**src/rtl/dds_channel_bank_pkg.sv**
```systemverilog
// Shared types and constants for the multi-channel DDS bank and its SPI register port.
package dds_pkg;

  typedef enum logic [1:0] {
    REG_FREQ  = 2'b00,
    REG_PHASE = 2'b01,
    REG_CTRL  = 2'b10,
    REG_RSVD  = 2'b11
  } reg_type_e;

  localparam int unsigned HEADER_LEN  = 8;
  localparam int unsigned CTRL_LEN    = 8;
  localparam int unsigned CH_BITS     = 6;
  localparam int unsigned CTRL_ENABLE = 0;
  localparam int unsigned CTRL_CLEAR  = 1;

  // Total frame length (header + payload) for a register type; 0 marks an unusable type.
  function automatic int unsigned frame_len(reg_type_e t, int unsigned acc_len,
                                            int unsigned phase_len);
    unique case (t)
      REG_FREQ:  return HEADER_LEN + acc_len;
      REG_PHASE: return HEADER_LEN + phase_len;
      REG_CTRL:  return HEADER_LEN + CTRL_LEN;
      default:   return 0;
    endcase
  endfunction

endpackage

```
**src/rtl/dds_channel_bank_if.sv**
```systemverilog
// SPI write-port pins of the DDS channel bank, all asynchronous to sys_clk.
interface dds_channel_bank_if;

  logic spi_clk;
  logic spi_data;
  logic spi_cs_n;

  modport master (output spi_clk, output spi_data, output spi_cs_n);
  modport slave  (input  spi_clk, input  spi_data, input  spi_cs_n);

endinterface

```
**src/rtl/dds_channel_bank_spi_rx.sv**
```systemverilog
// Oversampled SPI receiver: synchronizes the pins, shifts frames in and validates them at cs_n rise.
module dds_spi_rx
  import dds_pkg::*;
#(
  parameter int unsigned NUM_CH       = 4,
  parameter int unsigned ACC_LENGTH   = 48,
  parameter int unsigned PHASE_LENGTH = 16
) (
  input  logic                  sys_clk,
  input  logic                  sys_rst_n,
  dds_channel_bank_if.slave     spi,
  output logic                  commit,
  output reg_type_e             commit_type,
  output logic [CH_BITS-1:0]    commit_ch,
  output logic [ACC_LENGTH-1:0] commit_payload,
  output logic                  err
);

  localparam int unsigned MaxBits = HEADER_LEN + ACC_LENGTH;
  localparam int unsigned CntW    = $clog2(MaxBits + 2);

  // [1:0] form the synchronizer, [2] is the edge-detect history
  logic [2:0]            clk_sync_q;
  logic [2:0]            data_sync_q;
  logic [2:0]            cs_sync_q;
  logic                  in_frame_q;
  logic [CntW-1:0]       cnt_q;
  logic [ACC_LENGTH-1:0] sr_q;
  logic [HEADER_LEN-1:0] hdr_q;

  logic clk_rise, cs_fall, cs_rise;

  assign clk_rise = clk_sync_q[1] & ~clk_sync_q[2];
  assign cs_fall  = ~cs_sync_q[1] & cs_sync_q[2];
  assign cs_rise  = cs_sync_q[1] & ~cs_sync_q[2];

  always_ff @(posedge sys_clk) begin
    if (!sys_rst_n) begin
      clk_sync_q  <= '0;
      data_sync_q <= '0;
      cs_sync_q   <= '0;
      in_frame_q  <= 1'b0;
      cnt_q       <= '0;
      sr_q        <= '0;
      hdr_q       <= '0;
    end else begin
      clk_sync_q  <= {clk_sync_q[1:0], spi.spi_clk};
      data_sync_q <= {data_sync_q[1:0], spi.spi_data};
      cs_sync_q   <= {cs_sync_q[1:0], spi.spi_cs_n};
      // A frame only counts once its cs_n fall has been seen, so a frame cut by reset is dropped
      if (cs_fall) begin
        in_frame_q <= 1'b1;
        cnt_q      <= '0;
        sr_q       <= '0;
        hdr_q      <= '0;
      end else if (cs_rise) begin
        in_frame_q <= 1'b0;
      end else if (in_frame_q && clk_rise) begin
        sr_q <= {sr_q[ACC_LENGTH-2:0], data_sync_q[2]};
        if (cnt_q < CntW'(HEADER_LEN)) begin
          hdr_q <= {hdr_q[HEADER_LEN-2:0], data_sync_q[2]};
        end
        if (cnt_q != '1) begin
          cnt_q <= cnt_q + 1'b1;
        end
      end
    end
  end

  reg_type_e       hdr_type;
  logic [CntW-1:0] exp_len;
  logic            len_ok;
  logic            ch_ok;
  logic            fire;

  always_comb begin
    hdr_type = reg_type_e'(hdr_q[HEADER_LEN-1 -: 2]);
    exp_len  = CntW'(frame_len(hdr_type, ACC_LENGTH, PHASE_LENGTH));
    len_ok   = (hdr_type != REG_RSVD) && (cnt_q == exp_len);
    ch_ok    = 32'(hdr_q[CH_BITS-1:0]) < NUM_CH;
    fire     = cs_rise && in_frame_q && (cnt_q != '0);
  end

  assign commit         = fire && len_ok && ch_ok;
  assign err            = fire && !(len_ok && ch_ok);
  assign commit_type    = hdr_type;
  assign commit_ch      = hdr_q[CH_BITS-1:0];
  assign commit_payload = sr_q;

endmodule

```
**src/rtl/dds_channel_bank.sv**
```systemverilog
// Bank of NUM_CH phase accumulators with double-buffered registers written over one SPI port.
module dds_channel_bank
  import dds_pkg::*;
#(
  parameter int unsigned NUM_CH       = 4,
  parameter int unsigned ACC_LENGTH   = 48,
  parameter int unsigned PHASE_LENGTH = 16
) (
  input  logic                           sys_clk,
  input  logic                           sys_rst_n,
  dds_channel_bank_if.slave              spi,
  input  logic                           update,
  output logic [NUM_CH*PHASE_LENGTH-1:0] phase_out,
  output logic                           frame_done,
  output logic                           frame_err
);

  logic                  commit;
  logic                  err;
  reg_type_e             commit_type;
  logic [CH_BITS-1:0]    commit_ch;
  logic [ACC_LENGTH-1:0] commit_payload;

  dds_spi_rx #(
    .NUM_CH       (NUM_CH),
    .ACC_LENGTH   (ACC_LENGTH),
    .PHASE_LENGTH (PHASE_LENGTH)
  ) u_spi_rx (
    .sys_clk        (sys_clk),
    .sys_rst_n      (sys_rst_n),
    .spi            (spi),
    .commit         (commit),
    .commit_type    (commit_type),
    .commit_ch      (commit_ch),
    .commit_payload (commit_payload),
    .err            (err)
  );

  always_ff @(posedge sys_clk) begin
    if (!sys_rst_n) begin
      frame_done <= 1'b0;
      frame_err  <= 1'b0;
    end else begin
      frame_done <= commit;
      frame_err  <= err;
    end
  end

  for (genvar k = 0; k < NUM_CH; k++) begin : g_ch
    logic [ACC_LENGTH-1:0]   freq_sh_q, freq_sh_d, freq_act_q;
    logic [PHASE_LENGTH-1:0] ph_sh_q, ph_sh_d, ph_act_q;
    logic                    en_sh_q, en_sh_d, en_act_q;
    logic                    clr_sh_q, clr_sh_d, clr_act_q;
    logic [ACC_LENGTH-1:0]   acc_q;
    logic [PHASE_LENGTH-1:0] phase_q;
    logic                    sel;

    assign sel = commit && (commit_ch == CH_BITS'(k));

    // The *_sh_d values feed the active copy so a same-cycle commit wins over the old shadow
    always_comb begin
      freq_sh_d = freq_sh_q;
      ph_sh_d   = ph_sh_q;
      en_sh_d   = en_sh_q;
      clr_sh_d  = clr_sh_q;
      if (sel) begin
        unique case (commit_type)
          REG_FREQ:  freq_sh_d = commit_payload;
          REG_PHASE: ph_sh_d   = commit_payload[PHASE_LENGTH-1:0];
          REG_CTRL: begin
            en_sh_d  = commit_payload[CTRL_ENABLE];
            clr_sh_d = commit_payload[CTRL_CLEAR];
          end
          default: ;
        endcase
      end
    end

    always_ff @(posedge sys_clk) begin
      if (!sys_rst_n) begin
        freq_sh_q  <= '0;
        ph_sh_q    <= '0;
        en_sh_q    <= 1'b0;
        clr_sh_q   <= 1'b0;
        freq_act_q <= '0;
        ph_act_q   <= '0;
        en_act_q   <= 1'b0;
        clr_act_q  <= 1'b0;
        acc_q      <= '0;
        phase_q    <= '0;
      end else begin
        freq_sh_q <= freq_sh_d;
        ph_sh_q   <= ph_sh_d;
        en_sh_q   <= en_sh_d;
        clr_sh_q  <= clr_sh_d;
        if (update) begin
          freq_act_q <= freq_sh_d;
          ph_act_q   <= ph_sh_d;
          en_act_q   <= en_sh_d;
          clr_act_q  <= clr_sh_d;
        end
        if (update && clr_sh_d) begin
          acc_q <= '0;
        end else if (en_act_q) begin
          acc_q <= acc_q + freq_act_q;
        end
        phase_q <= acc_q[ACC_LENGTH-1 -: PHASE_LENGTH] + ph_act_q;
      end
    end

    assign phase_out[k*PHASE_LENGTH +: PHASE_LENGTH] = phase_q;
  end

endmodule

```
**src/flat_wrapper.sv**
```systemverilog
// flat-port wrapper written by rule: the top's interface ports become plain ports
module dds_channel_bank_flat import dds_pkg::*;
#(
  parameter int unsigned NUM_CH       = 4,
  parameter int unsigned ACC_LENGTH   = 48,
  parameter int unsigned PHASE_LENGTH = 16
)
  (sys_clk, sys_rst_n, update, phase_out, frame_done, frame_err, spi_spi_clk, spi_spi_data, spi_spi_cs_n);
  dds_channel_bank_if spi_i ();
  input  logic sys_clk;
  input  logic sys_rst_n;
  input  logic update;
  output logic [NUM_CH*PHASE_LENGTH-1:0] phase_out;
  output logic frame_done;
  output logic frame_err;
  input wire logic [$bits(spi_i.spi_clk)-1:0] spi_spi_clk;
  input wire logic [$bits(spi_i.spi_data)-1:0] spi_spi_data;
  input wire logic [$bits(spi_i.spi_cs_n)-1:0] spi_spi_cs_n;
  assign spi_i.spi_clk = spi_spi_clk;
  assign spi_i.spi_data = spi_spi_data;
  assign spi_i.spi_cs_n = spi_spi_cs_n;
  dds_channel_bank #(.NUM_CH(NUM_CH), .ACC_LENGTH(ACC_LENGTH), .PHASE_LENGTH(PHASE_LENGTH)) u_core (.sys_clk(sys_clk), .sys_rst_n(sys_rst_n), .spi(spi_i), .update(update), .phase_out(phase_out), .frame_done(frame_done), .frame_err(frame_err));
endmodule
```
**config.mk**
```make
export PLATFORM = sky130hd
export DESIGN_NAME = dds_channel_bank_flat
export DESIGN_NICKNAME = d
export VERILOG_FILES = /design/src/rtl/dds_channel_bank_pkg.sv /design/src/rtl/dds_channel_bank_if.sv /design/src/rtl/dds_channel_bank_spi_rx.sv /design/src/rtl/dds_channel_bank.sv /design/src/flat_wrapper.sv
export SDC_FILE = /design/constraint.sdc
export NUM_CORES = 2
export LEC_CHECK = 0
export CORE_MARGIN = 4
export CORE_UTILIZATION = 68
export DETAILED_ROUTE_END_ITERATION = 8
export PLACE_DENSITY = 0.86
export REMOVE_ABC_BUFFERS = 1
export SYNTH_ARGS = -nofsm -noshare
export SYNTH_HDL_FRONTEND = slang
export SYNTH_SLANG_ARGS = --single-unit
```
**constraint.sdc**
```tcl
create_clock -name sys_clk -period 10.6 [get_ports sys_clk]
set_clock_uncertainty 0.2 [all_clocks]
set_input_delay 2.12 -clock sys_clk [delete_from_list [all_inputs] [get_ports sys_clk]]
set_output_delay 2.12 -clock sys_clk [all_outputs]
set_load 0.02 [all_outputs]
```
==> metrics <==
Setup WS post-layout 6.447 ns; fraction of registers with async set or reset after synthesis 0%; source of the worst hold timing path u_core.u_spi_rx.data_sync_q[0]; Reg2Reg Setup Slack 6.50 ns; cell internal power dissipation 5392 uW; power per standard cell area 154.7 nW/um^2; data required time at the worst endpoint 10.92 ns; endpoint of the worst hold-timing path u_core.u_spi_rx.data_sync_q[1]; hold buffers post-CTS 0; synthesized instance count 4749; main combinational cell family by area after synthesis compound AO/OA/AOI/OAI gates; max capacitance violation total 0; final-layout setup total negative slack 0 ns; clock buffers created by TritonCTS 87; switching share of power 23.93%; number of fillers in the final layout between 4000 and 5000; initial drt markers 2774; flops & latches, synth roughly 850; area of the multi-input gates 23380 sq um; cell taking the most area after synthesis sky130_fd_sc_hd__dfxtp_1; depth of the most critical reg-to-reg path 12; iteration count of the initial detailed-routing pass 5; Crit Reg-Reg Startpoint u_core.g_ch[0].acc_q[0]; Synth top cells by count sky130_fd_sc_hd__dfxtp_1 (854), sky130_fd_sc_hd__nor2_1 (823), sky130_fd_sc_hd__mux2i_1 (392); portion of total power attributed to combinational logic approximately 7.4%; clock latency reported for the late side of the worst-skew pair 0.65 ns; final setup vio count 0; worst min-delay path class reg -> reg; cell with the largest stage delay on the worst path sky130_fd_sc_hd__clkinv_1; R2R Path End u_core.g_ch[0].acc_q[42]; maximum number of pins on one net before global-route repair approximately 240; longest individual stage delay on the worst path between 0.5 and 0.6 ns; Final period util 39.18%; CTS resizes 0; ratio of cells with drive above 1 in the final layout 4.989%; crit start category primary input; share of synthesized cell area in full adder, half adder and majority cells 7.902%; storage element area 17100 sq um; Die H 256.3 um; TritonCTS clock tree done; total congestion overflow after global routing 0; Antenna diodes 0; antenna violations before repair 1; met2 Resource Use GR 52.56%; total clock sinks about 850; headroom to the max-slew limit 16.68%; met3 routing resource usage after global routing 5.368%; root buf cell sky130_fd_sc_hd__clkbuf_16; synthesized-area fraction occupied by ao, oa, aoi and oai cells 17.95%; Crit Path Class in -> reg; global placer's final weighted congestion 0.9154; sequential element share of the synthesized area 40.77%; part of the total power dissipated in sequential elements 47.2%; share of Yosys cell area claimed by the top area cell type roughly two fifths; average wire per standard cell 19.58 um; category of the worst setup path capture point flip-flop; via count normalized by instance count between 6 and 7; GR Util All Layers 31.61%; setup repair after global routing missed its margin false; max-slew violation count 0; number of warnings reported in the yosys synthesis log 0; largest fanout of any net on the critical path 75; time the worst path needs with I/O delays and setup 4.153 ns; DRC violation count after routing 0; top cells by area in the synthesized netlist sky130_fd_sc_hd__dfxtp_1 (41%), sky130_fd_sc_hd__mux2i_1 (9.4%), sky130_fd_sc_hd__ha_1 (7.5%); clock transition time at the flip-flop clock pins of the worst setup and hold paths 0.06 ns; series of cell instances along the critical path buf_8 -> clkinv_1 -> o21ai_4 -> buf_4 -> nor4_1 -> or3_1; CP delay by family, top buffers and inverters; worst ir drop on vdd 0.1482 mV; Avg Synthesized Cell Area 8.829 sq um; Yosys cell types slightly below 90; vias after detailed routing 34600; arrival time at the worst endpoint 4.47 ns; simple-gate share of the synthesized area 16.44%; prevailing post-synth register cell sky130_fd_sc_hd__dfxtp_1; most crowded layer after global routing met2; quantity of I/O buffers inserted on ports approximately 70; P_sw 1696 uW; global-route wire length before repair 172100 um; met1 Usage GRT 40.08%; half-perimeter wire length after detailed placement 68290 um; vias in the first global route 33180; leakage power ~0.02 uW; Bufs and invs on worst path 3; die area ~66000 sq um; share of cell area taken by muxes after synthesis 9.358%; synthesized-area fraction occupied by xor and xnor cells under 10%; relative area change from synthesis to final layout 9.304%; final hold violations 0; Clock H-tree levels 3; number of top-level pins a little over 70; width of the die 256.3 um; cell area after synthesis 41930 sq um; number of standard-cell rows in the floorplan 90; standard cell core area around 61000 sq um; transition time of the tightest slew-check pin 1.250 ns; number of synthesized flops with an enable pin 0; # Post-CTS Setup Buffers 0; initial cell density of the core 69.08%; setup slack after placement 5.728 ns; status finished, final reports clean; fmax 0.2408 GHz; Clk network pwr share 45.4%; nets@finish just under 5000; most frequently used cell type in the post-synthesis netlist sky130_fd_sc_hd__dfxtp_1; cell depth of the worst hold path 1; Post-Route WL between 100000 and 150000 um; number of nets with antenna violations after routing 0; Clock Path Buffers 3
-- metrics by stage --
| step | power, uW | util (%) | cells | hold WS, ns | area (sq um) |
|---|---|---|---|---|---|
| 6_report | 7088 | 75.51 | 5492 | 0.2343 | 45830 |
| 5_1_grt | 7305 | 75.51 | 5492 | 0.2522 | 45830 |
| 4_1_cts | 7110 | 75.51 | 5492 | 0.2363 | 45830 |
| 3_5_place_dp | 3930 | 70.50 | 5334 | 0.2243 | 42790 |
| 3_3_place_gp | 3914 | 70.50 | 5334 | 0.2186 | 42790 |
| 2_1_floorplan | 3767 | - | 4443 | 0.2118 | 40690 |
-- power by group through the flow --
stage / sequential (uW) / clock (uW) / combinational, uW
floorplan: 3420 / 0 / 342
finish: 3350 / 3210 / 526
CTS: 3350 / 3240 / 521
global placement: 3410 / 0 / 500
global route: 3350 / 3370 / 581
detailed placement: 3420 / 0 / 514
-- flip-flops by register name, summed over array words and instances (netlist names), 8 cells and up --
signal / cells
u_core.g_ch.freq_act_q: 192
u_core.g_ch.freq_sh_q: 192
u_core.g_ch.ph_act_q: 64
u_core.u_spi_rx.commit_payload: 48
u_core.g_ch.ph_sh_q: 64
u_core.g_ch.acc_q: 192
u_core.u_spi_rx.hdr_q: 8
u_core.g_ch.phase_q: 64
-- placed cells by master, fill, tap and decap left out, types with 10 or more instances in the layout --
master and instances:
sky130_fd_sc_hd__dfxtp_1 850, sky130_fd_sc_hd__nor2_1 823, sky130_fd_sc_hd__mux2i_1 392, sky130_fd_sc_hd__a211oi_1 300
sky130_fd_sc_hd__a21oi_1 296, sky130_fd_sc_hd__nand2_1 282, sky130_fd_sc_hd__ha_1 252, sky130_fd_sc_hd__a21o_1 142
sky130_fd_sc_hd__o21ai_0 137, sky130_fd_sc_hd__xnor2_1 122, sky130_fd_sc_hd__clkbuf_16 89, sky130_fd_sc_hd__inv_1 76
sky130_fd_sc_hd__clkdlybuf4s50_1 69, sky130_fd_sc_hd__nand3_1 68, sky130_fd_sc_hd__xor2_1 66, sky130_fd_sc_hd__nand4_1 63
sky130_fd_sc_hd__nor3_1 56, sky130_fd_sc_hd__nor2b_1 53, sky130_fd_sc_hd__o21bai_1 41, sky130_fd_sc_hd__buf_4 35
sky130_fd_sc_hd__a31oi_1 34, sky130_fd_sc_hd__and3_1 31, sky130_fd_sc_hd__nand2b_1 30, sky130_fd_sc_hd__clkbuf_8 23
sky130_fd_sc_hd__and2_1 20, sky130_fd_sc_hd__o21a_1 19, sky130_fd_sc_hd__or3_1 19, sky130_fd_sc_hd__nand3b_1 16
sky130_fd_sc_hd__o211ai_1 16, sky130_fd_sc_hd__nor4_1 15, sky130_fd_sc_hd__clkinv_2 15, sky130_fd_sc_hd__a211o_1 14
sky130_fd_sc_hd__o22ai_1 11, sky130_fd_sc_hd__clkbuf_1 11, sky130_fd_sc_hd__o31ai_1 10, sky130_fd_sc_hd__and4_1 10
sky130_fd_sc_hd__or2_2 10, sky130_fd_sc_hd__o41ai_1 10
-- metal layers --
layer / vias to the layer above / wire length, um
met1: 16390 / 45140
met4: 2 / 5499
met2: 1129 / 49390
met3: 325 / 7497
li1: 16760 / -
met5: - / 13
-- kinds of logic (layout without fill, tap and decap cells) --
family / after synthesis / after routing
DFF: 854 / 854
muxes: 392 / 392
adders and majority gates: 260 / 260
and+or+nand+nor: 1541 / 1541
AOI/OAI and AO/OA: 1130 / 1130
buffers and inverters: 384 / 345
xor gates and xnor gates: 188 / 188
-- layout make-up --
type,count,area share [%]
Clock buffer,123,5.640
Inverter,78,0.6552
Sequential cell,854,37.31
Multi-Input combinational cell,3511,51.01
Timing Repair Buffer,109,2.255
Tap cell,782,2.135
Clock inverter,35,0.9910
-- worst max-delay path by stage --
stage	slack (ns)	cells past startpoint	endpoint	from
floorplan	3.11	4	u_core.g_ch[2].phase_q[15]	sys_rst_n
global placement	5.80	7	u_core.g_ch[2].phase_q[15]	sys_rst_n
detailed placement	5.73	7	u_core.g_ch[2].phase_q[15]	sys_rst_n
CTS	6.42	7	u_core.g_ch[2].phase_q[15]	sys_rst_n
global route	6.25	7	u_core.g_ch[2].phase_q[15]	sys_rst_n
finish	6.45	6	u_core.g_ch[3].acc_q[35]	update
Power figures use the tool's default switching activity.
